File: config.mk
export PLATFORM = sky130hd
export DESIGN_NAME = instr_decode_pipe
export DESIGN_NICKNAME = d
export VERILOG_FILES = /design/src/rtl/instr_decode_pipe.sv
export SDC_FILE = /design/constraint.sdc
export NUM_CORES = 1
export LEC_CHECK = 0
export BUFFER_PORTS_ARGS = -buffer_cell sky130_fd_sc_hd__buf_2
export CAP_MARGIN = 10
export CELL_PAD_IN_SITES_DETAIL_PLACEMENT = 1
export CELL_PAD_IN_SITES_GLOBAL_PLACEMENT = 2
export CORE_MARGIN = 2
export CORE_UTILIZATION = 28
export DETAILED_ROUTE_END_ITERATION = 8
export MAX_ROUTING_LAYER = met4
export PLACE_DENSITY_LB_ADDON = 0.15
export SLEW_MARGIN = 10
export SYNTH_ARGS = -nofsm -noshare
export SYNTH_HDL_FRONTEND = slang
export SYNTH_SLANG_ARGS = --single-unit
File: constraint.sdc
create_clock -name clk -period 1.7 [get_ports clk]
set_input_delay 0.085 -clock clk [delete_from_list [all_inputs] [get_ports clk]]
set_output_delay 0.085 -clock clk [all_outputs]
set_load 0.03 [all_outputs]
File: src/rtl/instr_decode_pipe.sv
// instr_decode_pipe: registered, handshaked decode stage with RAW scoreboard and HALT latch.
// Optional macro SCOREBOARD_EN adds the scoreboard and hazard stall; without it hazards are resolved downstream.
// Opcodes: ADD 0 SUB 1 ADDi 2 SUBi 3 AND 4 OR 5 NOR 6 SLL 7 SRL 8 SRA 9 LW 10 SW 11 MOV 12 MOVi 13
//          B 14 JR 15 JAL 16 ACT 17 LD 18 MAP 19 RD 20 CORD 21 KEY 22 TM 23 HALT 24; 25-31 are NOPs.
module instr_decode_pipe #(
  parameter int REG_AW = 5,
  parameter int IMM_W  = 17
) (
  input  logic              clk,
  input  logic              rst,
  input  logic              in_valid,
  output logic              in_ready,
  input  logic [31:0]       instr,
  output logic              out_valid,
  input  logic              out_ready,
  output logic [4:0]        out_opcode,
  output logic [REG_AW-1:0] out_dst,
  output logic [REG_AW-1:0] out_rs,
  output logic [REG_AW-1:0] out_rt,
  output logic [IMM_W-1:0]  out_imm,
  output logic [11:0]       out_ctl,
  output logic              out_ior,
  input  logic              wb_valid,
  input  logic [REG_AW-1:0] wb_reg,
  input  logic              flush,
  output logic              stall_raw,
  output logic              halted
);

  localparam logic [4:0] OP_ADD  = 5'd0,  OP_SUB  = 5'd1,  OP_ADDI = 5'd2,  OP_SUBI = 5'd3;
  localparam logic [4:0] OP_AND  = 5'd4,  OP_OR   = 5'd5,  OP_NOR  = 5'd6,  OP_SLL  = 5'd7;
  localparam logic [4:0] OP_SRL  = 5'd8,  OP_SRA  = 5'd9,  OP_LW   = 5'd10, OP_SW   = 5'd11;
  localparam logic [4:0] OP_MOV  = 5'd12, OP_MOVI = 5'd13, OP_B    = 5'd14, OP_JR   = 5'd15;
  localparam logic [4:0] OP_JAL  = 5'd16, OP_ACT  = 5'd17, OP_LD   = 5'd18, OP_MAP  = 5'd19;
  localparam logic [4:0] OP_RD   = 5'd20, OP_CORD = 5'd21, OP_KEY  = 5'd22, OP_HALT = 5'd24;

  // Bit positions inside the 13-bit decode word {ior, out_ctl}
  localparam int B_IOR = 12, B_IMM = 11, B_DST = 10, B_RES = 9, B_RET = 8, B_BR = 7;
  localparam int B_SGN = 6, B_NEG = 5, B_CRY = 4, B_OVF = 3, B_ZR = 2, B_SRE = 1, B_SWE = 0;

  function automatic logic [12:0] decode_ctl(input logic [4:0] op);
    logic [12:0] c;
    c = '0;
    case (op)
      OP_ADD, OP_SUB: begin c[B_RES] = 1'b1; c[B_RET] = 1'b1; c[B_DST] = 1'b1; end
      OP_ADDI, OP_MOVI: begin c[B_RES] = 1'b1; c[B_IMM] = 1'b1; c[B_DST] = 1'b1; end
      OP_SUBI: begin
        c[B_RES] = 1'b1; c[B_IMM] = 1'b1; c[B_DST] = 1'b1;
        c[B_SGN] = 1'b1; c[B_NEG] = 1'b1; c[B_CRY] = 1'b1; c[B_OVF] = 1'b1; c[B_ZR] = 1'b1;
      end
      OP_AND, OP_OR, OP_NOR: begin
        c[B_RES] = 1'b1; c[B_RET] = 1'b1; c[B_DST] = 1'b1; c[B_ZR] = 1'b1;
      end
      OP_SLL: begin
        c[B_RES] = 1'b1; c[B_IMM] = 1'b1; c[B_DST] = 1'b1; c[B_ZR] = 1'b1; c[B_OVF] = 1'b1;
      end
      OP_SRL, OP_SRA: begin c[B_RES] = 1'b1; c[B_IMM] = 1'b1; c[B_DST] = 1'b1; c[B_ZR] = 1'b1; end
      OP_LW, OP_MOV: begin c[B_RES] = 1'b1; c[B_DST] = 1'b1; end
      OP_SW:   c[B_RES] = 1'b1;
      OP_B:    begin c[B_IMM] = 1'b1; c[B_BR] = 1'b1; end
      OP_JR:   begin c[B_RES] = 1'b1; c[B_BR] = 1'b1; end
      OP_JAL:  begin c[B_IMM] = 1'b1; c[B_DST] = 1'b1; c[B_BR] = 1'b1; end
      OP_ACT, OP_LD, OP_MAP: c[B_SWE] = 1'b1;
      OP_RD, OP_CORD: begin c[B_SRE] = 1'b1; c[B_DST] = 1'b1; end
      OP_KEY:  c[B_IOR] = 1'b1;
      default: c = '0;
    endcase
    return c;
  endfunction

  // Stage p0: combinational decode of the incoming instruction
  logic [4:0]        op_p0;
  logic [REG_AW-1:0] dst_p0, rs_p0, rt_p0;
  logic [IMM_W-1:0]  imm_p0;
  logic [12:0]       ctl_p0;
  logic              hazard_p0, accept_p0;

  assign op_p0  = instr[31:27];
  assign dst_p0 = instr[22 +: REG_AW];
  assign rs_p0  = instr[17 +: REG_AW];
  assign rt_p0  = instr[12 +: REG_AW];
  assign imm_p0 = instr[IMM_W-1:0];
  assign ctl_p0 = decode_ctl(op_p0);

  logic              vld_p1;
  logic [4:0]        op_p1;
  logic [REG_AW-1:0] dst_p1, rs_p1, rt_p1;
  logic [IMM_W-1:0]  imm_p1;
  logic [11:0]       ctl_p1;
  logic              ior_p1;
  logic              halted_q;

  assign in_ready  = !halted_q && !hazard_p0 && (!vld_p1 || out_ready);
  assign accept_p0 = in_valid && in_ready && !flush;
  assign stall_raw = in_valid && hazard_p0;

`ifdef SCOREBOARD_EN
  localparam int SB_N = 1 << REG_AW;
  logic [SB_N-1:0] sb_q, sb_set, sb_clr;

  // Hazard reads the registered scoreboard, so a same-cycle writeback releases the stall one cycle later
  assign hazard_p0 = (ctl_p0[B_RES] && sb_q[rs_p0]) || (ctl_p0[B_RET] && sb_q[rt_p0]);

  always_comb begin
    sb_set = '0;
    sb_clr = '0;
    if (accept_p0 && ctl_p0[B_DST] && (dst_p0 != '0)) sb_set[dst_p0] = 1'b1;
    if (wb_valid) sb_clr[wb_reg] = 1'b1;
  end

  always_ff @(posedge clk or posedge rst) begin
    if (rst)        sb_q <= '0;
    else if (flush) sb_q <= '0;
    else            sb_q <= (sb_q & ~sb_clr) | sb_set;
  end
`else
  logic unused_wb;
  assign hazard_p0 = 1'b0;
  assign unused_wb = ^{wb_valid, wb_reg};
`endif

  // Stage p1: output register, held while EX back-pressures
  always_ff @(posedge clk or posedge rst) begin
    if (rst) begin
      vld_p1   <= 1'b0;
      op_p1    <= '0;
      dst_p1   <= '0;
      rs_p1    <= '0;
      rt_p1    <= '0;
      imm_p1   <= '0;
      ctl_p1   <= '0;
      ior_p1   <= 1'b0;
      halted_q <= 1'b0;
    end else if (flush) begin
      vld_p1   <= 1'b0;
      halted_q <= 1'b0;
    end else begin
      if (!vld_p1 || out_ready) vld_p1 <= accept_p0;
      if (accept_p0) begin
        op_p1  <= op_p0;
        dst_p1 <= dst_p0;
        rs_p1  <= rs_p0;
        rt_p1  <= rt_p0;
        imm_p1 <= imm_p0;
        ctl_p1 <= ctl_p0[11:0];
        ior_p1 <= ctl_p0[B_IOR];
        if (op_p0 == OP_HALT) halted_q <= 1'b1;
      end
    end
  end

  assign out_valid  = vld_p1;
  assign out_opcode = op_p1;
  assign out_dst    = dst_p1;
  assign out_rs     = rs_p1;
  assign out_rt     = rt_p1;
  assign out_imm    = imm_p1;
  assign out_ctl    = ctl_p1;
  assign out_ior    = ior_p1;
  assign halted     = halted_q;

endmodule

==> key figures <==
Floorplan
  • Initial core utilization: 0.291
  • Die height: 88 µm
  • CORE AREA: roughly 6800 µm²
  • I/O pin count: 97
  • Row count: 30
  • Die area: 7740 µm²
  • Die Span X: 88 µm

Clock tree
  • Reg clk slew, reported paths: 80 ps
  • TritonCTS clock tree: done
  • Worst-skew pair later-pin latency: 300 ps
  • Root buf cell: clkbuf_8
  • H-tree levels: 2
  • Clock Tree Buf Depth: 2
  • Num CTS Buffers: 5
  • Clock sinks: between 40 and 50

STA
  • Final setup viols: 0
  • Minimum clock period: 1580 ps
  • Final setup margin: 116 ps
  • Unrepaired setup endpoints after global routing: no
  • Fmax: 0.631 GHz
  • Final Hold Violating Endpoints: 0
  • Fin Setup TNS: 0 ps
  • Clock Skews: 5.98 ps
  • Max Slew Vio Count: 0
  • Final period util: 0.932

Global route
  • Initial antenna violation count: 0
  • Vias in the first global route: 1555
  • GR Util All Layers: 0.134
  • First-pass GRT wire length: around 7.6 mm
  • Largest net degree at the start of global routing: 30
  • Grt ovf: 0

Cells and area
  • Final core utilization: 0.401
  • Multi-input gate area: 694 µm²
  • Fillers: 765
  • Synth-to-layout area growth: 37.8%
  • Final net count: 293
  • Register area: 1130 µm²
  • Non-Filler Instances: ~350
  • Share of cells above drive strength 1: 0.554
  • Ant diodes: 0

Power and ir drop
  • Total power: 2970 µW
  • Leakage: 0.00137 µW
  • Worst IR Drop VDD: 0.000565 V
  • Pwr/cell area: 1090 nW/µm²

Synth
  • Post-synth EDFFs: 0
  • Post-Syn Instances: between 150 and 200
  • Unique masters post-synth: 28
  • Yosys reg bits: 45
  • Seq/Total Area, Yosys: 0.570
  • Top cells by area, synth: dfrtp_1 57%, mux2_2 16%, o41ai_2 3.3%
  • Post-synth top cells: 45 x dfrtp_1, 28 x mux2_2, 16 x nand2_1
  • Top-count cell post-synth: dfrtp_1
  • Mapped Area: around 2000 µm²
  • Synth Area per Inst: 12.8 µm²
  • Synth Flop Type: dfrtp_1
  • Top-area cell type share of the netlist area: 0.570
  • Syn Nets: ~200
  • Ys async rst share: 1.00
  • Synth area leader: dfrtp_1
  • Yosys warns: 0

Worst setup path
  • Reg2reg end: out_imm[4]$_DFFE_PP0P_
  • Critical path class: flop to flop
  • Critical R2R Launch: out_valid$_DFFE_PP0P_
  • Reg2Reg Depth: 4
  • Crit path max fanout: 13
  • CP endpoint kind: flop
  • Arrival time at the worst endpoint: 1780 ps
  • Worst Setup SP: out_valid$_DFFE_PP0P_
  • Required time worst endpoint: around 1900 ps
  • Startpoint Class: flop
  • Flop-to-flop setup slack: 120 ps

Routing
  • Initial DRC Count: 50
  • Drt wl/cell: 14.2 µm
  • Number of remaining DRC errors: 0
  • Antenna viol nets, final: 0
  • Routed wire length: 4.91 mm
  • Vias post-DR: 1513
  • Drt first pass iters: 3
  • Mean number of vias per cell: 4.36

Placed design
  • DPL Wire Length: 3.44 mm
  • Pre-CTS setup slack: 6.70 ps
  • Cells after DPL: 326
  • Port buffer count: 89
  • Gpl congestion: 0.653

Worst hold path
  • Hold WC Path Type: input pin to flop
  • Hold endpoint: out_dst[2]$_DFFE_PP0P_
  • Hold wc startpoint: instr[24]
  • Hold Path Stages: 2

Flow run
  • Max-capacitance violation count: 0

Status
  • Run status: finished clean
## final cells by class
cell class                 instances  share of cell area
multi-input combinational         86               0.255
sequential                        45               0.414
inverter                           5             0.00689
clock inverter                     1             0.00184
clock buffer                       7              0.0354
tap                               96              0.0441
timing repair buffer             107               0.243
## flip-flops by register name, indices dropped and copies added, names as in the netlist
register,cells
out_imm,13
out_ctl,10
out_dst,5
out_opcode,5
out_rs,5
out_rt,4
halted,1
out_ior,1
out_valid,1
## kinds of logic after synthesis
logic type,share of synthesized area
compound gates,0.106
xor+xnor,0.00443
buf+inv,0.0811
flops,0.570
mux,0.165
other cells,0.00190
simple gates,0.0716
## placed cells by master, fill, tap and decap left out, types with 2 or more instances in the layout
master         synthesis  routed
a41oi_1                2       2
dfrtp_1               45      44
o22ai_1                2       2
buf_4                  8       3
nor2_1                 5       5
buf_2                  5      89
clkbuf_8               0       7
buf_12                 0       2
nand2_1               16      16
nand2b_1               4       4
o21ai_1                8       8
dlygate4sd3_1          0      12
mux2_2                28      28
inv_1                  5       4
o41ai_2                4       4
a21oi_1                3       3
## power by group
part           total, µW  leakage, µW  internal, µW  switching (µW)
registers           1300     0.000551          1230            75.1
clock network        737    0.0000542           368             369
logic                930     0.000760           326             604
## critical path, stage by stage (launching register included)
cell and delay (ps):
dfrtp_2 420, nor2b_1 140, or3_4 410, buf_4 220, mux2_2 280
## per-layer routing
metal | GRT usage | routed length, µm | vias to the layer above
li1 | - | - | 718
met3 | 0.0386 | 306 | 7
met4 | 0.0531 | 68 | 0
met2 | 0.200 | 2300 | 57
met5 | - | 0 | -
met1 | 0.172 | 2240 | 731
## how the worst max path moves through the flow
| stage | depth (start not counted) | end |
|---|---|---|
| floorplan | 7 | out_ctl[1]$_DFFE_PP0P_ |
| global placement | 4 | out_ctl[0]$_DFFE_PP0P_ |
| CTS | 4 | out_imm[9]$_DFFE_PP0P_ |
| detailed placement | 4 | out_ctl[0]$_DFFE_PP0P_ |
| finish | 4 | out_imm[4]$_DFFE_PP0P_ |
| global route | 4 | out_imm[5]$_DFFE_PP0P_ |
## repair_timing
action,in CTS,in global routing
setup buffers,0,0
gates resized for setup,1,0
setup endpoints to repair,2,0
hold endpoints to repair,28,0
hold buffers,12,0
## through the flow
step	hold slack, ps	instance area (µm²)
4_1_cts	0.118	2720
6_report	10.6	2720
3_5_place_dp	109	2460
3_3_place_gp	99.6	2460
2_1_floorplan	144	1980
5_1_grt	0.134	2720
No activity file was read; power rests on OpenSTA's default activity.
